--- config.mk ---
export PLATFORM = sky130hd
export DESIGN_NAME = pulse_peak_detector
export DESIGN_NICKNAME = d
export VERILOG_FILES = /design/src/rtl/pulse_peak_detector.sv
export SDC_FILE = /design/constraint.sdc
export NUM_CORES = 1
export LEC_CHECK = 0
export CAP_MARGIN = 25
export CORE_MARGIN = 2
export CORE_UTILIZATION = 61
export CTS_BUF_LIST = sky130_fd_sc_hd__clkbuf_4 sky130_fd_sc_hd__clkbuf_8
export DETAILED_ROUTE_END_ITERATION = 7
export GPL_TIMING_DRIVEN = 0
export PLACE_DENSITY_LB_ADDON = 0.1
export SLEW_MARGIN = 20
export SYNTH_ARGS = -nofsm -noshare
export SYNTH_HDL_FRONTEND = slang
export SYNTH_SLANG_ARGS = --single-unit
--- constraint.sdc ---
create_clock -name clk -period 5.2 [get_ports clk]
set_clock_uncertainty 0.05 [all_clocks]
set_input_delay 0.52 -clock clk [delete_from_list [all_inputs] [get_ports clk]]
set_output_delay 0.52 -clock clk [all_outputs]
set_load 0.01 [all_outputs]
--- src/rtl/pulse_peak_detector.sv ---
// Pulse-height analyser stage. It sits after the shaping filter and watches the
// signed sample stream. For each pulse it records the maximum, the timestamp of
// that maximum, the pulse width and a pile-up flag. Each record is held in a
// single holding register and delivered over a valid/ready handshake. A record
// that arrives while the holding register is still full is counted as a drop.
module pulse_peak_detector #(
   parameter int DATA_W    = 16,
   parameter int TS_W      = 32,
   parameter int WIDTH_W   = 8,
   parameter int HOLDOFF   = 8,
   parameter int MAX_WIDTH = 64
) (
   input  logic                     clk,
   input  logic                     reset,
   input  logic                     enable,
   input  logic signed [DATA_W-1:0] threshold,
   input  logic signed [DATA_W-1:0] filter_data,
   output logic                     peak_valid,
   input  logic                     peak_ready,
   output logic signed [DATA_W-1:0] peak_amp,
   output logic [TS_W-1:0]          peak_time,
   output logic [WIDTH_W-1:0]       peak_width,
   output logic                     pile_up,
   output logic [15:0]              drop_count
);

   localparam logic [1:0] IDLE  = 2'd0;
   localparam logic [1:0] ARMED = 2'd1;
   localparam logic [1:0] DEAD  = 2'd2;

   // The dead-time counter counts down from HOLDOFF-1. The FSM leaves DEAD on
   // the edge that sees zero, so exactly HOLDOFF samples are ignored.
   localparam int                  DEAD_W    = (HOLDOFF > 1) ? $clog2(HOLDOFF) : 1;
   localparam logic [DEAD_W-1:0]   DEAD_LOAD = DEAD_W'((HOLDOFF > 0) ? HOLDOFF - 1 : 0);
   localparam logic [WIDTH_W-1:0]  WIDTH_SAT = '1;

   logic [1:0]               state_reg, state_next;
   logic [TS_W-1:0]          ts_reg;
   logic [DEAD_W-1:0]        dead_cnt_reg, dead_cnt_next;
   logic signed [DATA_W-1:0] max_reg, max_next;
   logic [TS_W-1:0]          max_ts_reg, max_ts_next;
   logic [WIDTH_W-1:0]       width_reg, width_next;

   logic                     valid_reg;
   logic signed [DATA_W-1:0] amp_reg;
   logic [TS_W-1:0]          time_reg;
   logic [WIDTH_W-1:0]       pwidth_reg;
   logic                     pile_reg;
   logic [15:0]              drop_reg;

   logic                     at_or_above;
   logic                     event_done;
   logic [31:0]              width_ext;
   logic                     width_over;

   assign at_or_above = (filter_data >= threshold);
   // A pulse completes on the first below-threshold sample. This only counts
   // while detection is still enabled; otherwise the pulse is aborted.
   assign event_done  = (state_reg == ARMED) && enable && !at_or_above;
   assign width_ext   = 32'(width_reg);
   assign width_over  = (width_ext > 32'(MAX_WIDTH));

   // Free-running timestamp. It keeps counting whether or not detection is enabled.
   always_ff @(posedge clk) begin
      if (!reset) begin
         ts_reg <= '0;
      end else begin
         ts_reg <= ts_reg + TS_W'(1);
      end
   end

   // Next-state logic: trigger, peak tracking and dead time.
   always_comb begin
      state_next    = state_reg;
      dead_cnt_next = dead_cnt_reg;
      max_next      = max_reg;
      max_ts_next   = max_ts_reg;
      width_next    = width_reg;
      case (state_reg)
         IDLE: begin
            if (enable && at_or_above) begin
               state_next  = ARMED;
               max_next    = filter_data;
               max_ts_next = ts_reg;
               width_next  = WIDTH_W'(1);
            end
         end
         ARMED: begin
            if (!enable) begin
               state_next = IDLE;
            end else if (at_or_above) begin
               // Strictly greater, so that on a tie the earliest timestamp is kept.
               if (filter_data > max_reg) begin
                  max_next    = filter_data;
                  max_ts_next = ts_reg;
               end
               if (width_reg != WIDTH_SAT) begin
                  width_next = width_reg + WIDTH_W'(1);
               end
            end else if (HOLDOFF > 0) begin
               state_next    = DEAD;
               dead_cnt_next = DEAD_LOAD;
            end else begin
               state_next = IDLE;
            end
         end
         DEAD: begin
            if (!enable || dead_cnt_reg == '0) begin
               state_next = IDLE;
            end else begin
               dead_cnt_next = dead_cnt_reg - DEAD_W'(1);
            end
         end
         default: begin
            state_next = IDLE;
         end
      endcase
   end

   // Registered state for the detector FSM and the peak tracker.
   always_ff @(posedge clk) begin
      if (!reset) begin
         state_reg    <= IDLE;
         dead_cnt_reg <= '0;
         max_reg      <= '0;
         max_ts_reg   <= '0;
         width_reg    <= '0;
      end else begin
         state_reg    <= state_next;
         dead_cnt_reg <= dead_cnt_next;
         max_reg      <= max_next;
         max_ts_reg   <= max_ts_next;
         width_reg    <= width_next;
      end
   end

   // One-record holding register with a saturating drop counter. A slot freed
   // by a handshake on the same edge can take the new record immediately.
   always_ff @(posedge clk) begin
      if (!reset) begin
         valid_reg  <= 1'b0;
         amp_reg    <= '0;
         time_reg   <= '0;
         pwidth_reg <= '0;
         pile_reg   <= 1'b0;
         drop_reg   <= '0;
      end else if (event_done) begin
         if (!valid_reg || peak_ready) begin
            valid_reg  <= 1'b1;
            amp_reg    <= max_reg;
            time_reg   <= max_ts_reg;
            pwidth_reg <= width_reg;
            pile_reg   <= width_over;
         end else if (drop_reg != 16'hFFFF) begin
            drop_reg <= drop_reg + 16'd1;
         end
      end else if (valid_reg && peak_ready) begin
         valid_reg <= 1'b0;
      end
   end

   assign peak_valid = valid_reg;
   assign peak_amp   = amp_reg;
   assign peak_time  = time_reg;
   assign peak_width = pwidth_reg;
   assign pile_up    = pile_reg;
   assign drop_count = drop_reg;

endmodule
==> results of run 1 <==
-- path summary, 6_finish.rpt --
check,from,to,slack [ns]
worst min register to register,max_ts_reg[18],max_ts_reg[18],0.41
worst max-delay path,threshold[9],peak_amp[5],2.14
worst min-delay path,max_ts_reg[18],max_ts_reg[18],0.41
worst max register to register,max_reg[1],max_ts_reg[27],2.52
-- worst min-delay path, stage by stage (launching register included) --
cell and delay, ns:
sky130_fd_sc_hd__dfxtp_1 0.32, sky130_fd_sc_hd__nand2_1 0.05, sky130_fd_sc_hd__mux2i_1 0.05
-- kinds of logic (layout without fill, tap and decap cells) --
family | Yosys count | in the layout
xor gates and xnor gates | 27 | 27
muxes | 56 | 56
adders and majority gates | 38 | 38
buffers and inverters | 115 | 256
DFF | 167 | 167
and+or+nand+nor | 348 | 348
AOI/OAI and AO/OA | 184 | 184
-- per-stage QoR --
step | hold WS (ns) | util
3_3_place_gp | 0.396 | 0.732
6_report | 0.411 | 0.768
5_1_grt | 0.436 | 0.768
4_1_cts | 0.413 | 0.768
3_5_place_dp | 0.398 | 0.732
2_1_floorplan | 0.380 | -
-- per-layer routing --
layer | global-route usage | vias up
met5 | 0 | -
met4 | 0.111 | 0
met3 | 0.0632 | 59
met2 | 0.501 | 236
met1 | 0.381 | 3600
li1 | - | 3618
-- cell usage in the layout (no fill, tap or decap), types with 5 or more instances in the layout --
cell	synthesis	layout
sky130_fd_sc_hd__dfxtp_1	167	167
sky130_fd_sc_hd__nand2_1	134	134
sky130_fd_sc_hd__clkdlybuf4s50_1	0	109
sky130_fd_sc_hd__a21oi_1	79	79
sky130_fd_sc_hd__nand4_1	74	74
sky130_fd_sc_hd__o31ai_1	58	58
sky130_fd_sc_hd__clkbuf_1	56	56
sky130_fd_sc_hd__mux2i_1	56	56
sky130_fd_sc_hd__nor2_1	44	44
sky130_fd_sc_hd__inv_1	39	39
sky130_fd_sc_hd__ha_1	38	38
sky130_fd_sc_hd__clkbuf_8	0	23
sky130_fd_sc_hd__nand3_1	22	22
sky130_fd_sc_hd__xor2_1	18	18
sky130_fd_sc_hd__nand2b_1	13	13
sky130_fd_sc_hd__and3_1	13	13
sky130_fd_sc_hd__nor3_1	12	12
sky130_fd_sc_hd__buf_2	11	11
sky130_fd_sc_hd__o21ai_0	11	11
sky130_fd_sc_hd__xnor2_1	9	9
sky130_fd_sc_hd__and4_1	7	7
sky130_fd_sc_hd__a31oi_1	6	6
sky130_fd_sc_hd__or3_1	5	5
-- where the power goes --
group	internal, mW	switching (mW)
Clock	0.564	0.491
Combinational	0.115	0.200
Sequential	1.29	0.0149
Total	1.97	0.705
-- cell type report --
class                           count  area share
Sequential cell                   167       0.341
Tap cell                          172      0.0219
Timing Repair Buffer              109       0.111
Multi-Input combinational cell    653       0.428
Buffer                             75      0.0362
Inverter                           40      0.0153
Clock inverter                      8      0.0133
Clock buffer                       24      0.0330
==> metrics.md, run 1 <==
| Metric | Value |
|---|---|
| Hold Buf Count CTS | 0 |
| DR WL/cell | 16.8 microns |
| Worst R2R Path Depth | 11 |
| Unrepaired setup endpoints after global routing | false |
| Setup TNS | 0 ns |
| Average via count per standard cell | 6.02 |
| Most instantiated flip-flop cell in the synthesis netlist | sky130_fd_sc_hd__dfxtp_1 |
| Synthesized net count | 1,009 |
| Detail Route met3 WL | 1.24 mm |
| Average footprint of a synthesized cell | 8.61 sq um |
| Fraction of final layout cells with drive strength greater than 1 | 0.0558 |
| Complex-gate fraction of the synthesized area | 0.148 |
| Vertical die dimension | 119 microns |
| Fillcell total | around 930 |
| Family with the most delay on the worst path | compound AO/OA/AOI/OAI gates |
| Root buffer cell | sky130_fd_sc_hd__clkbuf_8 |
| Library cell occupying the most area in the post-synthesis netlist | sky130_fd_sc_hd__dfxtp_1 |
| Worst-case headroom to the max-slew limit | 0.430 |
| Multiplexer share of the synthesized area | 0.0697 |
| Kind of path behind the tightest hold check | reg2reg |
| Peak Freq | around 330 MHz |
| Arithmetic-cell share of the synthesized area counting full adders, half adders and majority gates | 0.0591 |
| Final setup slack of the worst path | 2.14 ns |
| Placement-stage worst setup slack | 1.76 ns |
| Clock latency on the worst-skew pair | 0.47 ns |
| Post-CTS setup-driven buffer insertion count | 0 |
| Top routing layer used | met4 |
| Number of input and output port buffers inserted | 109 |
| Maximum root-to-sink buffer count | 2 |
| Via Count | 7,513 |
| DRT Wirelength | 21.0 mm |
| Flip-flop and latch count after synthesis | 167 |
| Number of synthesized flops with an enable pin | 0 |
| Worst hold path stage count | 2 |
| Synth top area cells | sky130_fd_sc_hd__dfxtp_1 42%, sky130_fd_sc_hd__mux2i_1 7.0%, sky130_fd_sc_hd__nand2_1 6.3% |
| Number of distinct library cells after synthesis | 56 |
| Static power due to leakage | 3.45 nW |
| Floorplan die width | 119 microns |
| Post-layout total power | 2.68 mW |
| Worst voltage drop across the vdd grid | 0.000238 V |
| Max-cap viol count | 0 |
| Syn Inst Count | between 900 and 1,000 |
| Number of synthesis warnings | 0 |
| Number of nets with antenna violations after detailed routing | 0 |
| Top cells by instance count after synthesis | 167 x sky130_fd_sc_hd__dfxtp_1, 134 x sky130_fd_sc_hd__nand2_1, 79 x sky130_fd_sc_hd__a21oi_1, 74 x sky130_fd_sc_hd__nand4_1, 58 x sky130_fd_sc_hd__o31ai_1 |
| Area of the placeable core | 0.0128 sq mm |
| Final HPWL from detailed placement | 14.9 mm |
| Startpoint type of the worst setup path | primary input |
| Global Route Usage Sum | 0.300 |
| Placer congestion estimate | 0.911 |
| Worst-margin pin slew | 0.847 ns |
| Clock period minus worst slack | approximately 3.1 ns |
| H-tree lvl count | 4 |
| Critical Setup Path Class | in2reg |
| Final standard cell count with taps included and fillers excluded | 1,248 |
| TritonCTS clock tree | done |
| Number of antenna violations at the first check in global routing | 0 |
| Final Setup Violations | 0 |
| Parity-gate share of the synthesized area counting xor and xnor cells | 0.0294 |
| Cell area after placement | ~0.0094 sq mm |
| Top-Level Pins | 110 |
| TritonCTS buffer count | 17 |
| Largest driver fanout on the critical path | 10 |
| Placement Rows | 41 |
| Critical path depth | 11 |
| Most common cell on crit path | sky130_fd_sc_hd__a21oi_1 |
| Critical-path top delay cell | sky130_fd_sc_hd__o21ai_2 |
| Multi-input gate area | 0.00420 sq mm |
| Largest family of logic cells by synthesized area | simple AND/OR/NAND/NOR gates |
| Simple-gate portion of the synthesized area | 0.216 |
| Result of the run | completed |
| Post-route DRC | 0 |
| Area Overhead vs Synth | 21.9% |
| Register clock-pin slew on the reported worst setup and hold paths | 0.09 ns |
| Post-route fraction of the period consumed by the critical path | 0.588 |
| Data arrival, critical path | around 3.4 ns |
| Fin area | 0.00981 sq mm |
| Proportion of synthesized flip-flops having asynchronous set or reset | 0 |
| Clock sinks | around 170 |
| Net count, final | 1,137 |
| Drt initial violations | 525 |
| Iteration count of the initial detailed-routing pass | 5 |
| Final-report max-slew violation count | 0 |
| Chain of cells forming the critical path | clkdlybuf4s50_1, inv_1, ha_1, a21oi_1, nor2_1, a211oi_1, a21oi_1, o21ai_2, clkbuf_1, nand4_1, a21oi_1 |
| CP required | 5.55 ns |
| Routed length on met1 | 8.94 mm |
| Effective utilization at floorplan | 0.630 |
| Power density normalized to cell area | 273 mW/mm^2 |
| Number of global-route vias before repair | just over 7,000 |
| Top cell type's share of synthesized area | 0.415 |
| Met2 WL post-DR | 10.2 mm |
| Quantity of gates resized following cts | 0 |
| First-pass GRT wire length | 34.6 mm |
| Most instantiated library cell after synthesis | sky130_fd_sc_hd__dfxtp_1 |
| Number of cells in the design after placement | 1,216 |
| Diode insertion count for antenna repair | 0 |
| Synthesized area | about 0.0080 sq mm |
| FF+latch area | around 0.0033 sq mm |
| Die area | 0.0141 sq mm |
| Sequential fraction of the synthesis area | 0.415 |
| Final hold violation count | 0 |
| Pin count of the biggest net entering global routing | 17 |
| Aggregate global routing overflow | 0 |
| Total buffers and inverters traversed by the critical path | 3 |
| Critical path capture point type | flip-flop |
| Delay of the slowest critical-path stage | 0.60 ns |
Note: power is estimated with default switching activity, not from simulation.
==> run 2: changes to the inputs <==
Settings changed: CORE_UTILIZATION 61 to 52.
Clock period 5.2 ns to 2.6 ns, I/O delays scaled along.
==> run 2 against run 1 <==
  * Design area up 4.8%
  * Global-route usage down 3.7 points
  * Cell count up 1.8%
  * Sequential share of layout area down 1.5 points
  * Worst hold slack worse by 0.28 ns
  * Critical path depth unchanged
  * Register-to-register slack worse by 2.4 ns
  * Largest cell class unchanged
==> metrics.md, run 2 (synthesis gave the netlist of run 1 again) <==
| Metric | Value |
|---|---|
| Result of the run | completed (unchanged) |
| Effective utilization at floorplan | 0.531 (was 0.630) |
| First-pass GRT wire length | 34.4 mm (was 34.6 mm) |
| Critical path capture point type | flip-flop (unchanged) |
| Maximum root-to-sink buffer count | 2 (unchanged) |
| Clock sinks | 167 (unchanged) |
| Final setup slack of the worst path | 0.0699 ns (was 2.14 ns) |
| End of the worst register-to-register path | max_ts_reg[10] (was max_ts_reg[27]) |
| Top-Level Pins | 110 (unchanged) |
| DR WL/cell | 17.2 microns (was 16.8 microns) |
| Post-route fraction of the period consumed by the critical path | 0.973 |
| Endpoint of the worst hold-timing path | max_reg[15] (was max_ts_reg[18]) |
| Placement-stage worst setup slack | -0.629 ns (was 1.76 ns) |
| Global Route Usage Sum | 0.262 (was 0.300) |
| Average via count per standard cell | 5.80 (was 6.02) |
| Peak Freq | 395 MHz |
| Vertical die dimension | 128 microns (was 119 microns) |
| Worst-margin pin slew | 0.884 ns (was 0.847 ns) |
| Max-cap viol count | 0 (unchanged) |
| Floorplan die width | 128 microns (was 119 microns) |
| TritonCTS clock tree | done (unchanged) |
| Clock period minus worst slack | 2.53 ns |
| Via Count | 7,371 (was 7,513) |
| Top library cells by usage in the layout, fill and taps aside | 166 x sky130_fd_sc_hd__dfxtp_1, 134 x sky130_fd_sc_hd__nand2_1, 106 x sky130_fd_sc_hd__clkdlybuf4s50_1, 75 x sky130_fd_sc_hd__a21oi_1, 74 x sky130_fd_sc_hd__nand4_1 (was 167 x sky130_fd_sc_hd__dfxtp_1, 134 x sky130_fd_sc_hd__nand2_1, 109 x sky130_fd_sc_hd__clkdlybuf4s50_1, 79 x sky130_fd_sc_hd__a21oi_1, 74 x sky130_fd_sc_hd__nand4_1) |
| Data arrival, critical path | 2.82 ns (was 3.41 ns) |
| Number of global-route vias before repair | 6,964 (was 7,198) |
| Final-report max-slew violation count | 0 (unchanged) |
| Aggregate global routing overflow | 0 (unchanged) |
| Number of nets with antenna violations after detailed routing | 0 (unchanged) |
| Register-to-register setup slack | 0.08 ns (was 2.52 ns) |
| H-tree lvl count | 4 (unchanged) |
| Startpoint type of the worst setup path | primary input (unchanged) |
| Post-route DRC | 0 (unchanged) |
| Area Overhead vs Synth | 27.7% (was 21.9%) |
| Diode insertion count for antenna repair | 0 (unchanged) |
| Hold Buf Count CTS | 0 (unchanged) |
| Final core utilization | 0.678 (was 0.768) |
| Static power due to leakage | 3.55 nW (was 3.45 nW) |
| Placement Rows | 45 (was 41) |
| Critical Setup Path Class | in2reg (unchanged) |
| Register clock-pin slew on the reported worst setup and hold paths | 0.09 ns (about the same) |
| Power density normalized to cell area | 504 mW/mm^2 (was 273 mW/mm^2) |
| Die area | 0.0165 sq mm (was 0.0141 sq mm) |
| Clock latency on the worst-skew pair | 0.48 ns (was 0.47 ns) |
| Number of input and output port buffers inserted | 109 (unchanged) |
| Worst-case headroom to the max-slew limit | 0.411 (was 0.430) |
| Final HPWL from detailed placement | 15.1 mm (was 14.9 mm) |
| Fraction of final layout cells with drive strength greater than 1 | 0.113 (was 0.0558) |
| Leading cell type in the layout, fill and taps excluded | sky130_fd_sc_hd__dfxtp_1 (unchanged) |
| Min-delay src | filter_data[15] (was max_ts_reg[18]) |
| Cell area after placement | 0.00937 sq mm (was 0.00935 sq mm) |
| Area of the placeable core | 0.0151 sq mm (was 0.0128 sq mm) |
| Final hold violation count | 0 (unchanged) |
| Iteration count of the initial detailed-routing pass | 5 (unchanged) |
| Largest driver fanout on the critical path | 10 (unchanged) |
| DRT Wirelength | 21.8 mm (was 21.0 mm) |
| Drt initial violations | 491 (was 525) |
| Fin area | 0.0103 sq mm (was 0.00981 sq mm) |
| Number of antenna violations at the first check in global routing | 0 (unchanged) |
| Placer congestion estimate | 0.873 (was 0.911) |
| Kind of path behind the tightest hold check | in2reg (was reg2reg) |
| Fillcell total | 1,277 (was 931) |
| Worst voltage drop across the vdd grid | 0.000420 V (was 0.000238 V) |
| Final Setup Violations | 0 (unchanged) |
| TritonCTS buffer count | 17 (unchanged) |
| Worst hold path stage count | 3 (was 2) |
| Net count, final | 1,144 (was 1,137) |
| Worst R2R Path Depth | 11 (unchanged) |
| Worst reg2reg path startpoint | max_reg[1] (unchanged) |
| CP required | 2.89 ns (was 5.55 ns) |
| Pin count of the biggest net entering global routing | 17 (unchanged) |
| Root buffer cell | sky130_fd_sc_hd__clkbuf_8 (unchanged) |
-- run 2: changes by cell type in the layout (fill, tap and decap cells not counted), sizes merged --
| cell | change |
|---|---|
| clkinv | +2 |
| buf | +6 |
| dlygate4sd2 | +1 |
| inv | -1 |
| bufinv | -3 |
| clkdlybuf4s50 | -3 |
| dlymetal6s2s | +2 |
| clkinvlp | +2 |
-- run 2: worst max path at each step --
stage / start / to / cells after the start
CTS: filter_data[7] / max_ts_reg[10] / 11
global placement: filter_data[15] / max_ts_reg[26] / 10
detailed placement: filter_data[1] / max_reg[0] / 11
floorplan: max_reg[1] / max_reg[0] / 11
finish: threshold[15] / peak_time[24] / 11
global route: threshold[15] / peak_time[9] / 11
-- run 2: layout make-up --
type	instances	area (sq um)	share of cell area
clock inverter	8	63.8	0.00621
inverter	40	150	0.0146
timing repair buffer	116	1170	0.114
multi-input combinational	653	4560	0.443
buffer	75	447	0.0435
sequential	167	3340	0.325
clock buffer	23	310	0.0302
tap	188	235	0.0229
-- run 2: power breakdown --
| part | total, mW | internal (mW) | switching (mW) |
|---|---|---|---|
| sequential | 2.62 | 2.59 | 0.0293 |
| combinational | 0.761 | 0.303 | 0.458 |
| clock | 1.80 | 0.804 | 0.993 |
| total | 5.18 | 3.70 | 1.48 |
-- run 2: metal layers --
metal  global-route usage  wire length, microns  vias to the layer above
met1                0.346                  9990                     3537
li1                     -                     -                     3634
met3               0.0466                   931                       29
met2                0.433                 10600                      171
met5                    0                     0                        -
met4               0.0970                   346                        0
-- run 2: timing repair --
action	CTS	global route
setup buffers	1	5
gates resized for setup	5	101
endpoints found under the hold margin	0	0
cloned	0	1
pin swaps	0	15
endpoints found under the setup margin	88	105
-- run 2: critical path: stages --
cell                              delay (ns)
sky130_fd_sc_hd__clkdlybuf4s50_1        0.46
sky130_fd_sc_hd__inv_1                  0.07
sky130_fd_sc_hd__ha_4                   0.29
sky130_fd_sc_hd__nand4_1                0.17
sky130_fd_sc_hd__a2111o_1               0.49
sky130_fd_sc_hd__a21o_4                 0.26
sky130_fd_sc_hd__o21a_4                 0.16
sky130_fd_sc_hd__clkbuf_16              0.18
sky130_fd_sc_hd__buf_6                  0.15
sky130_fd_sc_hd__o31ai_2                0.23
sky130_fd_sc_hd__a21oi_1                0.10
-- run 2: metrics by stage --
step	instances	hold WS, ns	TNS, ns	power [mW]
after global placement	1232	0.396	-60.51	3.30
after global routing	1270	0.124	-0.115	5.37
after detailed placement	1232	0.400	-66.10	3.30
after CTS	1264	0.182	-0.244	5.07
after floorplan	935	0.352	0	3.08
final	1270	0.133	0	5.18
==> run 3: changes to the inputs <==
Settings changed: GPL_ROUTABILITY_DRIVEN set to 0.
Clock period 2.6 ns to 2.28 ns, I/O delays scaled along.
==> run 3 against run 2 <==
  * The flow now finishes with violations (design-rule violations, negative hold slack, negative setup slack)
  * First-iteration DRC count rose by 1.2%
  * Core utilization increased by 6.5 points
  * Power grew 23%
  * Design area rose by 9.6%
  * Clock power rose by 20%
  * Via count grew 5.1%
  * Critical path depth rose by 1
  * Critical endpoint is now max_reg[5]
==> metrics.md, run 3 (synthesis gave the netlist of run 1 again) <==
| Metric | Value |
|---|---|
| H-tree lvl count | 4 (unchanged) |
| Maximum root-to-sink buffer count | 2 (unchanged) |
| Area Overhead vs Synth | 40.0% (was 27.7%) |
| Fin area | 0.0113 sq mm (was 0.0103 sq mm) |
| Post-route fraction of the period consumed by the critical path | 1.08 |
| Aggregate global routing overflow | 0 (unchanged) |
| Critical-path top delay cell | sky130_fd_sc_hd__dfxtp_2 (was sky130_fd_sc_hd__a2111o_1) |
| Floorplan die width | 128 microns (unchanged) |
| Critical path capture point type | flip-flop (unchanged) |
| Root buffer cell | sky130_fd_sc_hd__clkbuf_8 (unchanged) |
| Number of global-route vias before repair | 7,161 (was 6,964) |
| Data arrival, critical path | 2.81 ns (was 2.82 ns) |
| Register clock-pin slew on the reported worst setup and hold paths | 0.09 ns (about the same) |
| Setup TNS | -5.20 ns (was 0 ns) |
| Delay of the slowest critical-path stage | 0.35 ns (was 0.49 ns) |
| Unrepaired setup endpoints after global routing | true |
| Chain of cells forming the critical path | inv_2, ha_4, nor2b_4, o211ai_1, a21oi_1, o31a_1, nand4bb_4, a31oi_4, buf_8, buf_12, buf_12, mux2i_1 (was clkdlybuf4s50_1, inv_1, ha_4, nand4_1, a2111o_1, a21o_4, o21a_4, clkbuf_16, buf_6, o31ai_2, a21oi_1) |
| Peak Freq | approximately 400 MHz |
| Placement-stage worst setup slack | -0.910 ns (was -0.629 ns) |
| Kind of path behind the tightest hold check | in2reg (unchanged) |
| Effective utilization at floorplan | 0.531 (unchanged) |
| Worst voltage drop across the vdd grid | 0.000408 V (was 0.000420 V) |
| Startpoint type of the worst setup path | flip-flop (was primary input) |
| Top-Level Pins | 110 (unchanged) |
| Clock latency on the worst-skew pair | 0.48 ns (about the same) |
| Placement Rows | 45 (unchanged) |
| Power density normalized to cell area | 564 mW/mm^2 (was 504 mW/mm^2) |
| Number of nets with antenna violations after detailed routing | 0 (unchanged) |
| Top library cells by usage in the layout, fill and taps aside | 161 x sky130_fd_sc_hd__dfxtp_1, 132 x sky130_fd_sc_hd__nand2_1, 77 x sky130_fd_sc_hd__clkdlybuf4s50_1, 74 x sky130_fd_sc_hd__nand4_1, 73 x sky130_fd_sc_hd__a21oi_1 (was 166 x sky130_fd_sc_hd__dfxtp_1, 134 x sky130_fd_sc_hd__nand2_1, 106 x sky130_fd_sc_hd__clkdlybuf4s50_1, 75 x sky130_fd_sc_hd__a21oi_1, 74 x sky130_fd_sc_hd__nand4_1) |
| Clock period minus worst slack | 2.46 ns |
| Leading cell type in the layout, fill and taps excluded | sky130_fd_sc_hd__dfxtp_1 (unchanged) |
| Number of antenna violations at the first check in global routing | 1 (was 0) |
| Worst-case headroom to the max-slew limit | 0.449 (was 0.411) |
| Final-report max-slew violation count | 0 (unchanged) |
| Largest driver fanout on the critical path | 5 (was 10) |
| Violations in the final reports | design-rule violations, negative hold slack, negative setup slack |
| Static power due to leakage | 4.11 nW (was 3.55 nW) |
| Final HPWL from detailed placement | 15.2 mm (was 15.1 mm) |
| First-pass GRT wire length | 35.5 mm (was 34.4 mm) |
| Die area | 0.0165 sq mm (unchanged) |
| Vertical die dimension | 128 microns (unchanged) |
| CP required | 2.63 ns (was 2.89 ns) |
| Average via count per standard cell | 5.96 (was 5.80) |
| Number of input and output port buffers inserted | 109 (unchanged) |
| Fillcell total | 1,103 (was 1,277) |
| Fraction of final layout cells with drive strength greater than 1 | 0.192 (was 0.113) |
| Post-route DRC | 1 (was 0) |
| DRT Wirelength | 24.0 mm (was 21.8 mm) |
| Result of the run | finished, violations left (was completed) |
| Most common cell on crit path | sky130_fd_sc_hd__buf_12 |
| Final setup slack of the worst path | -0.179 ns (was 0.0699 ns) |
| Final hold violation count | 1 (was 0) |
| Final Setup Violations | 48 (was 0) |
| Iteration count of the initial detailed-routing pass | 7 (was 5) |
| Worst-margin pin slew | 0.827 ns (was 0.884 ns) |
| Max-cap viol count | 0 (unchanged) |
| TritonCTS buffer count | 17 (unchanged) |
| TritonCTS clock tree | done (unchanged) |
| Multi-input gate area | 0.00491 sq mm (was 0.00456 sq mm) |
| Critical Setup Path Class | reg2reg (was in2reg) |
| DR WL/cell | 18.5 microns (was 17.2 microns) |
| Via Count | 7,749 (was 7,371) |
| Net count, final | 1,173 (was 1,144) |
| Cell area after placement | 0.00937 sq mm (unchanged) |
| Area of the placeable core | 0.0151 sq mm (unchanged) |
| Number of cells in the design after placement | 1,232 (unchanged) |
| Drt initial violations | 497 (was 491) |
| Clock sinks | 167 (unchanged) |
| Final standard cell count with taps included and fillers excluded | 1,301 (was 1,270) |
| Hold Buf Count CTS | 0 (unchanged) |
| Worst hold margin | -0.00271 ns (was 0.133 ns) |
| Pin count of the biggest net entering global routing | 17 (unchanged) |
| Global Route Usage Sum | 0.270 (was 0.262) |
| FF+latch area | 0.00335 sq mm (was 0.00334 sq mm) |
[run 3: where the power goes]
part           switching (mW)  total (mW)  internal, mW
logic                   0.626        1.20         0.573
clock network            1.14        2.16          1.03
registers              0.0366        2.99          2.95
total                    1.80        6.35          4.55
[run 3: what timing repair did]
item | 4_1_cts | 5_1_grt
pin swaps | 28 | 39
hold endpoints to repair | 0 | 0
cloned | 4 | 9
resized for setup | 108 | 145
setup endpoints to repair | 131 | 134
setup buffers | 17 | 8
[run 3: worst paths after layout]
| check | depth (start not counted) | slack (ns) | endpoint | start |
|---|---|---|---|---|
| max | 12 | -0.18 | max_reg[5] | max_reg[1] |
| min | 3 | -0.003 | max_reg[14] | filter_data[14] |
| max reg2reg | 12 | -0.18 | max_reg[5] | max_reg[1] |
| min reg2reg | 2 | 0.42 | max_ts_reg[25] | max_ts_reg[25] |
[run 3: per-layer routing]
metal	GRT usage	routed length, microns	up-vias
li1	-	-	3700
met1	0.334	10200	3731
met2	0.469	11900	247
met3	0.0474	1250	71
met4	0.107	700	0
met5	0	0	-
[run 3: per-stage QoR]
stage,power [mW],hold slack [ns],util
3_5_place_dp,3.76,0.398,0.619
6_report,6.35,-0.00271,0.744
5_1_grt,6.57,0.00971,0.744
4_1_cts,6.12,0.123,0.692
3_3_place_gp,3.75,0.395,0.619
2_1_floorplan,3.51,0.320,-
[run 3: worst max-delay path: cells and delay by family (launching register included)]
kind	cells	cell delay, ns
DFF	1	0.35
muxes	1	0.19
buffers and inverters	4	0.45
AOI/OAI and AO/OA	4	0.79
adders and majority gates	1	0.23
and+or+nand+nor	2	0.33
[run 3: final cells by class]
type | instances | share of cell area
clock inverter | 9 | 0.00789
inverter | 40 | 0.0133
buffer | 74 | 0.0469
multi-input combinational | 653 | 0.436
tap | 188 | 0.0209
clock buffer | 23 | 0.0275
antenna | 1 | 0.000222
timing repair buffer | 146 | 0.150
sequential | 167 | 0.298
